--- src/rtl/inst_fetch_queue_pkg.sv ---
// Shared definitions for the instruction fetch queue.
// FSM encoding and the nop word also used by the instruction register.
package inst_fetch_queue_pkg;

    typedef enum logic [1:0] {
        IDLE  = 2'd0,
        FETCH = 2'd1,
        DRAIN = 2'd2
    } ifq_state_e;

    // Widest supported word; users slice the low WORD_SIZE bits.
    localparam int NOP_MAX_W = 64;
    localparam logic [NOP_MAX_W-1:0] NOP_INST = '1;

endpackage

--- src/rtl/inst_fetch_queue_fifo.sv ---
// Small circular buffer holding fetched {instruction, pc} pairs.
// Clear wins over push and pop in the same cycle.
module inst_fifo
    import inst_fetch_queue_pkg::*;
#(
    parameter int DW    = 32,
    parameter int DEPTH = 4
) (
    input  logic                        clk,
    input  logic                        reset_n,
    input  logic                        i_push,
    input  logic [DW-1:0]               i_data,
    input  logic                        i_pop,
    input  logic                        i_clear,
    output logic [DW-1:0]               o_head,
    output logic                        o_full,
    output logic                        o_empty,
    output logic [$clog2(DEPTH):0]      o_count
);

    localparam int AW = $clog2(DEPTH);
    localparam int CW = AW + 1;

    logic [DW-1:0] r_mem [DEPTH];
    logic [AW-1:0] r_wr_ptr;
    logic [AW-1:0] r_rd_ptr;
    logic [CW-1:0] r_count;

    // Storage write; contents need no reset because empty masks the head.
    always_ff @(posedge clk) begin
        if (i_push && !i_clear) begin
            r_mem[r_wr_ptr] <= i_data;
        end
    end

    // Pointer and occupancy tracking.
    always_ff @(posedge clk or negedge reset_n) begin
        if (!reset_n) begin
            r_wr_ptr <= '0;
            r_rd_ptr <= '0;
            r_count  <= '0;
        end else if (i_clear) begin
            r_wr_ptr <= '0;
            r_rd_ptr <= '0;
            r_count  <= '0;
        end else begin
            if (i_push) begin
                r_wr_ptr <= r_wr_ptr + 1'b1;
            end
            if (i_pop) begin
                r_rd_ptr <= r_rd_ptr + 1'b1;
            end
            unique case ({i_push, i_pop})
                2'b10:   r_count <= r_count + CW'(1);
                2'b01:   r_count <= r_count - CW'(1);
                default: r_count <= r_count;
            endcase
        end
    end

    assign o_head  = r_mem[r_rd_ptr];
    assign o_full  = (r_count == CW'(DEPTH));
    assign o_empty = (r_count == '0);
    assign o_count = r_count;

endmodule

--- src/rtl/inst_fetch_queue.sv ---
// Fetch front end: sequential memory reads into a small queue,
// feeding the instruction register with write/nop control each cycle.
module inst_fetch_queue
    import inst_fetch_queue_pkg::*;
#(
    parameter int                   WORD_SIZE = 16,
    parameter int                   DEPTH     = 4,
    parameter logic [WORD_SIZE-1:0] PC_RESET  = '0
) (
    input  logic                 clk,
    input  logic                 reset_n,
    output logic                 mem_read,
    output logic [WORD_SIZE-1:0] mem_addr,
    input  logic [WORD_SIZE-1:0] mem_data,
    input  logic                 mem_ack,
    input  logic                 stall,
    input  logic                 flush,
    input  logic [WORD_SIZE-1:0] flush_pc,
    output logic                 ir_write,
    output logic [WORD_SIZE-1:0] ir_data,
    output logic                 ir_nop,
    output logic [WORD_SIZE-1:0] ir_pc
);

    localparam int CW = $clog2(DEPTH) + 1;
    localparam logic [WORD_SIZE-1:0] L_NOP = NOP_INST[WORD_SIZE-1:0];

    ifq_state_e             r_state;
    ifq_state_e             w_state_nxt;
    logic [WORD_SIZE-1:0]   r_fetch_pc;
    logic [WORD_SIZE-1:0]   w_fetch_pc_nxt;
    logic [WORD_SIZE-1:0]   r_drain_addr;
    logic [WORD_SIZE-1:0]   w_drain_addr_nxt;
    logic                   w_push;
    logic                   w_pop;
    logic                   w_full;
    logic                   w_empty;
    logic [CW-1:0]          w_count;
    logic [CW:0]            w_count_ack;
    logic [2*WORD_SIZE-1:0] w_head;

    // Head leaves the queue only when decode takes it and no flush is active.
    assign w_pop = !flush && !stall && !w_empty;

    // Occupancy after an ack lands together with this cycle's pop.
    assign w_count_ack = {1'b0, w_count} + (CW+1)'(1) - (CW+1)'(w_pop);

    // Next-state, next fetch address and push decision.
    always_comb begin
        w_state_nxt      = r_state;
        w_fetch_pc_nxt   = r_fetch_pc;
        w_drain_addr_nxt = r_drain_addr;
        w_push           = 1'b0;
        unique case (r_state)
            IDLE: begin
                if (flush) begin
                    w_fetch_pc_nxt = flush_pc;
                    w_state_nxt    = FETCH;
                end else if (!w_full) begin
                    w_state_nxt = FETCH;
                end
            end
            FETCH: begin
                if (flush) begin
                    w_fetch_pc_nxt = flush_pc;
                    if (mem_ack) begin
                        w_state_nxt = FETCH;
                    end else begin
                        w_state_nxt      = DRAIN;
                        w_drain_addr_nxt = r_fetch_pc;
                    end
                end else if (mem_ack) begin
                    w_push         = 1'b1;
                    w_fetch_pc_nxt = r_fetch_pc + 1'b1;
                    if (w_count_ack < (CW+1)'(DEPTH)) begin
                        w_state_nxt = FETCH;
                    end else begin
                        w_state_nxt = IDLE;
                    end
                end
            end
            DRAIN: begin
                if (flush) begin
                    w_fetch_pc_nxt = flush_pc;
                end
                if (mem_ack) begin
                    w_state_nxt = FETCH;
                end
            end
            default: begin
                w_state_nxt = IDLE;
            end
        endcase
    end

    // State and address registers.
    always_ff @(posedge clk or negedge reset_n) begin
        if (!reset_n) begin
            r_state      <= IDLE;
            r_fetch_pc   <= PC_RESET;
            r_drain_addr <= PC_RESET;
        end else begin
            r_state      <= w_state_nxt;
            r_fetch_pc   <= w_fetch_pc_nxt;
            r_drain_addr <= w_drain_addr_nxt;
        end
    end

    inst_fifo #(
        .DW    (2*WORD_SIZE),
        .DEPTH (DEPTH)
    ) u_fifo (
        .clk     (clk),
        .reset_n (reset_n),
        .i_push  (w_push),
        .i_data  ({mem_data, r_fetch_pc}),
        .i_pop   (w_pop),
        .i_clear (flush),
        .o_head  (w_head),
        .o_full  (w_full),
        .o_empty (w_empty),
        .o_count (w_count)
    );

    assign mem_read = (r_state != IDLE);
    assign mem_addr = (r_state == DRAIN) ? r_drain_addr : r_fetch_pc;

    assign ir_write = w_pop;
    assign ir_nop   = flush || (!stall && w_empty);
    assign ir_data  = w_empty ? L_NOP : w_head[2*WORD_SIZE-1:WORD_SIZE];
    assign ir_pc    = w_empty ? '0 : w_head[WORD_SIZE-1:0];

endmodule
--- config.mk ---
export PLATFORM = sky130hd
export DESIGN_NAME = inst_fetch_queue
export DESIGN_NICKNAME = d
export VERILOG_FILES = /design/src/rtl/inst_fetch_queue_pkg.sv /design/src/rtl/inst_fetch_queue_fifo.sv /design/src/rtl/inst_fetch_queue.sv
export SDC_FILE = /design/constraint.sdc
export NUM_CORES = 1
export LEC_CHECK = 0
export CORE_UTILIZATION = 30
export DETAILED_ROUTE_END_ITERATION = 8
export GPL_TIMING_DRIVEN = 0
export PLACE_DENSITY = 0.57
export REMOVE_ABC_BUFFERS = 1
export SLEW_MARGIN = 20
export SYNTH_ARGS = -nofsm -noshare
export SYNTH_HDL_FRONTEND = slang
export SYNTH_SLANG_ARGS = --single-unit
--- constraint.sdc ---
create_clock -name clk -period 4.71 [get_ports clk]
set_input_delay 0.471 -clock clk [delete_from_list [all_inputs] [get_ports clk]]
set_output_delay 0.471 -clock clk [all_outputs]
set_load 0.01 [all_outputs]
# --- After elaboration in Yosys (flattened, before gate mapping) ---
# Memory sizes are Yosys's and may differ from the RTL's.
# Index checks and enable logic that the tools add are counted.
totals:
  register_bits: 41
  ramBits: 128
  input_bits: 37
  elab_cells: 70
  mem_count: 1
memory_table:
  columns: ["memory", "words", "width", "read_ports", "rd_clocked_by_memory_dff", "wr", "line", "source"]
  rows:
  - ["u_fifo.r_mem", 4, 32, 1, 0, 1, "inst_fetch_queue_fifo.sv:24", "logic [DW-1:0] r_mem [DEPTH];"]
classes:
  addsub: 7
  magnitude_cmp: 1
  n_eq_ne: 9
  n_mux: 26
  bitwise: 1
  n_reduce_logical: 19
op_table:
  columns: ["op", "n"]
  rows:
  - ["two-way mux 16 bit", 6]
  - ["case mux 16 bit (2 select lines)", 1]
  - ["two-way mux 2 bit", 10]
  - ["adder 16 x 1 -> 16 bit (second input constant)", 1]
  - ["AND reduction 3 bit", 3]
  - ["nonzero test 2 bit", 4]
  - ["two-way mux 1 bit", 6]
  - ["!= test 3 bit (second input constant)", 2]
  - ["case mux 2 bit (3 select lines)", 1]
  - ["case mux 3 bit (2 select lines)", 1]
  - ["adder 2 x 1 -> 2 bit (second input constant)", 2]
  - ["adder 3 x 1 -> 4 bit (second input constant)", 1]
  - ["equality test 2 x 1 -> 1 bit (second input constant)", 2]
  - ["equality test 2 bit (second input constant)", 2]
  - ["logical AND 1 bit", 4]
  - ["< comparator 4 x 3 -> 1 bit (second input constant)", 1]
  - ["subtractor 4 x 1 -> 4 bit", 1]
  - ["adder 3 x 1 -> 3 bit (second input constant)", 1]
  - ["equality test 3 bit (second input constant)", 1]
  - ["logical NOT 1 bit", 3]
  - ["logical NOT 3 bit", 1]
  - ["two-way mux 3 bit", 1]
  - ["nonzero test 3 bit", 1]
  - ["subtractor 3 x 1 -> 3 bit (second input constant)", 1]
  - ["6 further kinds", 6]

# --- Depth between registers and ports, before layout ---
logic_depth:
  word_depth: 9
  mapped_depth: 8
  mapped_depth_nobuf: 6

# --- Cells and area by module ---
# Synthesis repeated with hierarchy kept, for this count alone.
hier_totals:
  hier_cells: 443
  hier_area_um2: 7303.3
by_module_without_submodules:
  columns: ["mod", "n_inst", "cells_per_inst", "area_each_um2"]
  rows:
  - ["inst_fifo", 1, 211, 5104.9]
  - ["inst_fetch_queue", 1, 232, 2198.4]

# --- Worst setup path before layout ---
# No wires, ideal clock.
synth_timing:
  path_type: "input -> register"
  from: "in flush"
  to: "mem u_fifo.r_mem[0][0] (enable)"
  t_arrival_ns: 2.115
  required_time_ns: 4.318
  path_slack_ns: 2.203
  path_stages: 5
  n_path_buf: 2
  path_cell_list: "buf_4 -> nand2b_1 -> buf_2 -> nor3_1 -> and2_1"
synth_between:
  elab_chain_cells: 5
synth_rtl:
  columns: ["item", "line", "source"]
  rows:
  - ["from (decl)", "inst_fetch_queue.sv:17", "input logic flush,"]
  - ["two-way mux 1 bit", "inst_fetch_queue.sv:64", "if (flush) begin"]
  - ["two-way mux 1 bit", "inst_fetch_queue.sv:54", "unique case (r_state)"]
  - ["logical AND 1 bit *", "inst_fetch_queue_fifo.sv:31", "if (i_push && !i_clear) begin"]
  - ["two-way mux 1 bit *", "inst_fetch_queue_fifo.sv:31", null]
  - ["two-way mux 1 bit (not written as such) *", "inst_fetch_queue_fifo.sv:32", "r_mem[r_wr_ptr] <= i_data;"]
  - ["to (decl)", "inst_fetch_queue_fifo.sv:24", null]
# Mark *: on every way between the ends. The rest lies on a longest branch, timed or not.

# --- Final worst setup path ---
layout_timing:
  from: "in flush"
  to: "mem u_fifo.r_mem[2][26] (enable)"
# The elaborated chain is that of the path after synthesis.

==> run summary <==
WL per Instance - 18.59 um
endpoints failing hold - 0
RSZ-0062 raised after global routing - no
ant diodes - 0
postcts setup bufs - 0
die area - 24980 sq um
WP data arrival - 3.22 ns
top cells by count, synth - 128 x edfxtp_1, 41 x dfrtp_1, 32 x mux4_2
drt initial violations - 278
Final ANT Viol Nets - 0
crit path kind - in -> reg
CTS root buf - clkbuf_16
number of gates resized after cts - 0
CP Data Required Time - 4.83 ns
Post-DP HPWL - 10770 um
Setup-failing EPs final - 0
cell taking the most area after synthesis - edfxtp_1
drt pass-1 iters - 4
clock transition at the registers of the reported paths - 0.07 ns
minimum clock period - 3.099 ns
routability cong. - 0.7526
FF+latch count, synth - 169
Static Leak - 3.100 nW
Startpoint Class - primary input
number of antenna violations at the first check in global routing - 1
Die X - 158.1 um
H-tree levels - 4
CTS buffer count - 17
FP Rows - 56
clock buffer depth - 2
Setup crit end kind - flip-flop
dpl cell area - 8642 sq um
pin count of the biggest net entering global routing - 28
skew final - 0.01009 ns
crit-path cells - clkdlybuf4s50_1 -> nand2b_1 -> nor3_1 -> and2_2 -> buf_12
FILL cells - 2227
top_reg_cell synth - edfxtp_1
Routed WL - 16160 um
I/O pin total - 88
slew margin rel. - 31.51%
Starting Density - 30.85%
fmax - 322.7 MHz
sequential area share after synthesis - 66.66%
DR vias - 4187
IO Port Bufs - 87
worst vdd rail ir drop - 234.1 uV
Synth area leaders - edfxtp_1 53%, dfrtp_1 14%, mux4_2 9.9%
cell with the most instances after synthesis - edfxtp_1
share of the synthesized area in the top cell type - 52.61%
NumNets Final - 580
DRC viols - 0
via density per instance - 4.818
grt total ovfl - 0
Mapped Cells - 447
Worst-Margin Slew - 1.027 ns
TritonCTS clock tree - built
total clock sinks - 169
final slew viol count - 0
hold-fix buffer count after cts - 0
number of flops mapped to enable cells by yosys - 128
worst skew pair latency - 0.42 ns
Post-synth ARST share - 24.26%
power density over the cells - 551.6 nW/um^2
slowest CP cell - clkdlybuf4s50_1
area grow syn2layout - 26.84%
setup TNS - 0 ns
Worst Path Buf+Inv - 2
Worst Hold Class - in -> async
slowest cell delay on critical path - 0.79 ns
post-synth cell types - 55
status - completed
max-cap viol count - 0
crit-path leading delay family - simple AND/OR/NAND/NOR gates
crit path max fanout - 21
synthesized area per cell - 16.34 sq um
yosys synthesis warning count - 0
layout cell share with drive strength beyond 1 - 23.82%
GRT Overall Usage - 13.81%
global-route wire length before repair - 25090 um
Final Cell Area - 9266 sq um
Core Box Area - 23680 sq um
final worst-path cycle share - 65.79%
vias in the first global route - 4400
Cell Area, Synth - 7306 sq um
chip height - 158.1 um
cell usage in the layout (no fill, tap or decap), types with 6 or more instances in the layout:
| cell type | netlist | final |
|---|---|---|
| nor2b_1 | 18 | 16 |
| clkbuf_16 | 0 | 17 |
| mux4_2 | 32 | 32 |
| inv_1 | 6 | 6 |
| nand2_1 | 19 | 19 |
| a21oi_1 | 14 | 14 |
| nor2_1 | 15 | 15 |
| edfxtp_1 | 128 | 128 |
| dfrtp_1 | 41 | 39 |
| or2_1 | 12 | 12 |
| nand3_1 | 9 | 9 |
| clkdlybuf4s50_1 | 0 | 86 |
| o22ai_1 | 6 | 6 |
| mux2_2 | 31 | 31 |
| or2_2 | 6 | 6 |
| o21ai_0 | 8 | 8 |
stage by stage:
step	utilization, %	instances	power [mW]	worst slack (ns)	hold slack, ns
2_1_floorplan	-	420	2.908	1.886	0.1754
3_3_place_gp	35.57	826	3.597	0.3495	0.4847
3_5_place_dp	36.49	837	3.705	1.177	0.4901
4_1_cts	39.13	869	5.178	1.592	0.02557
5_1_grt	39.13	869	5.385	1.387	0.04394
6_report	39.13	869	5.111	1.611	0.03430
worst paths after layout:
check | startpoint | endpoint | cells after the start | slack (ns)
hold / removal | reset_n | u_fifo.o_count[0]$_DFFE_PN0P_ | 1 | 0.03
max in group asynchronous | reset_n | r_drain_addr[6]$_DFFE_PN0P_ | 2 | 4.15
min in group clk | r_drain_addr[8]$_DFFE_PN0P_ | r_drain_addr[8]$_DFFE_PN0P_ | 1 | 0.50
hold reg to reg | r_drain_addr[8]$_DFFE_PN0P_ | r_drain_addr[8]$_DFFE_PN0P_ | 1 | 0.50
setup / recovery | flush | u_fifo.r_mem[2][26]$_DFFE_PP_ | 5 | 1.61
setup reg to reg | r_state[0]$_DFFE_PN0P_ | u_fifo.r_mem[2][26]$_DFFE_PP_ | 4 | 2.12
registers in the layout, summed over array words and instances (netlist names):
register,cells
r_fetch_pc,16
r_state,2
u_fifo.r_mem,128
r_drain_addr,16
u_fifo.o_count,3
u_fifo.r_wr_ptr,2
u_fifo.r_rd_ptr,2
final cells by class:
class                      instances  area [sq um]  area share, %
multi-input combinational        245          2272          24.52
clock inverter                    15         198.9          2.147
inverter                           6         22.52         0.2430
sequential                       169          4875          52.61
clock buffer                      17         425.4          4.591
timing repair buffer              98          1074          11.59
tap                              319         399.1          4.307
routing by layer:
metal,share of wire (%),up-vias,global-route usage (%),wire [um]
li1,-,1917,-,-
met1,44,2159,17.12,7084
met2,50,89,23.52,8090
met3,4.8,20,3.394,782
met4,1.2,2,4.579,190
met5,0.056,-,0,9
power breakdown:
group          internal [mW]  switching, mW
sequential              1.86          0.244
clock                  0.890          0.578
combinational          0.867          0.674
total                   3.62           1.50
kinds of logic after synthesis:
| logic type | count (synthesis) | synth area share (%) |
|---|---|---|
| simple gates | 112 | 8.871 |
| mux | 66 | 15.05 |
| buf+inv | 33 | 2.380 |
| fa+ha+maj | 6 | 1.130 |
| flops | 169 | 66.66 |
| xor+xnor | 4 | 0.4796 |
| compound gates | 57 | 5.429 |
Note: power is estimated with default switching activity, not from simulation.
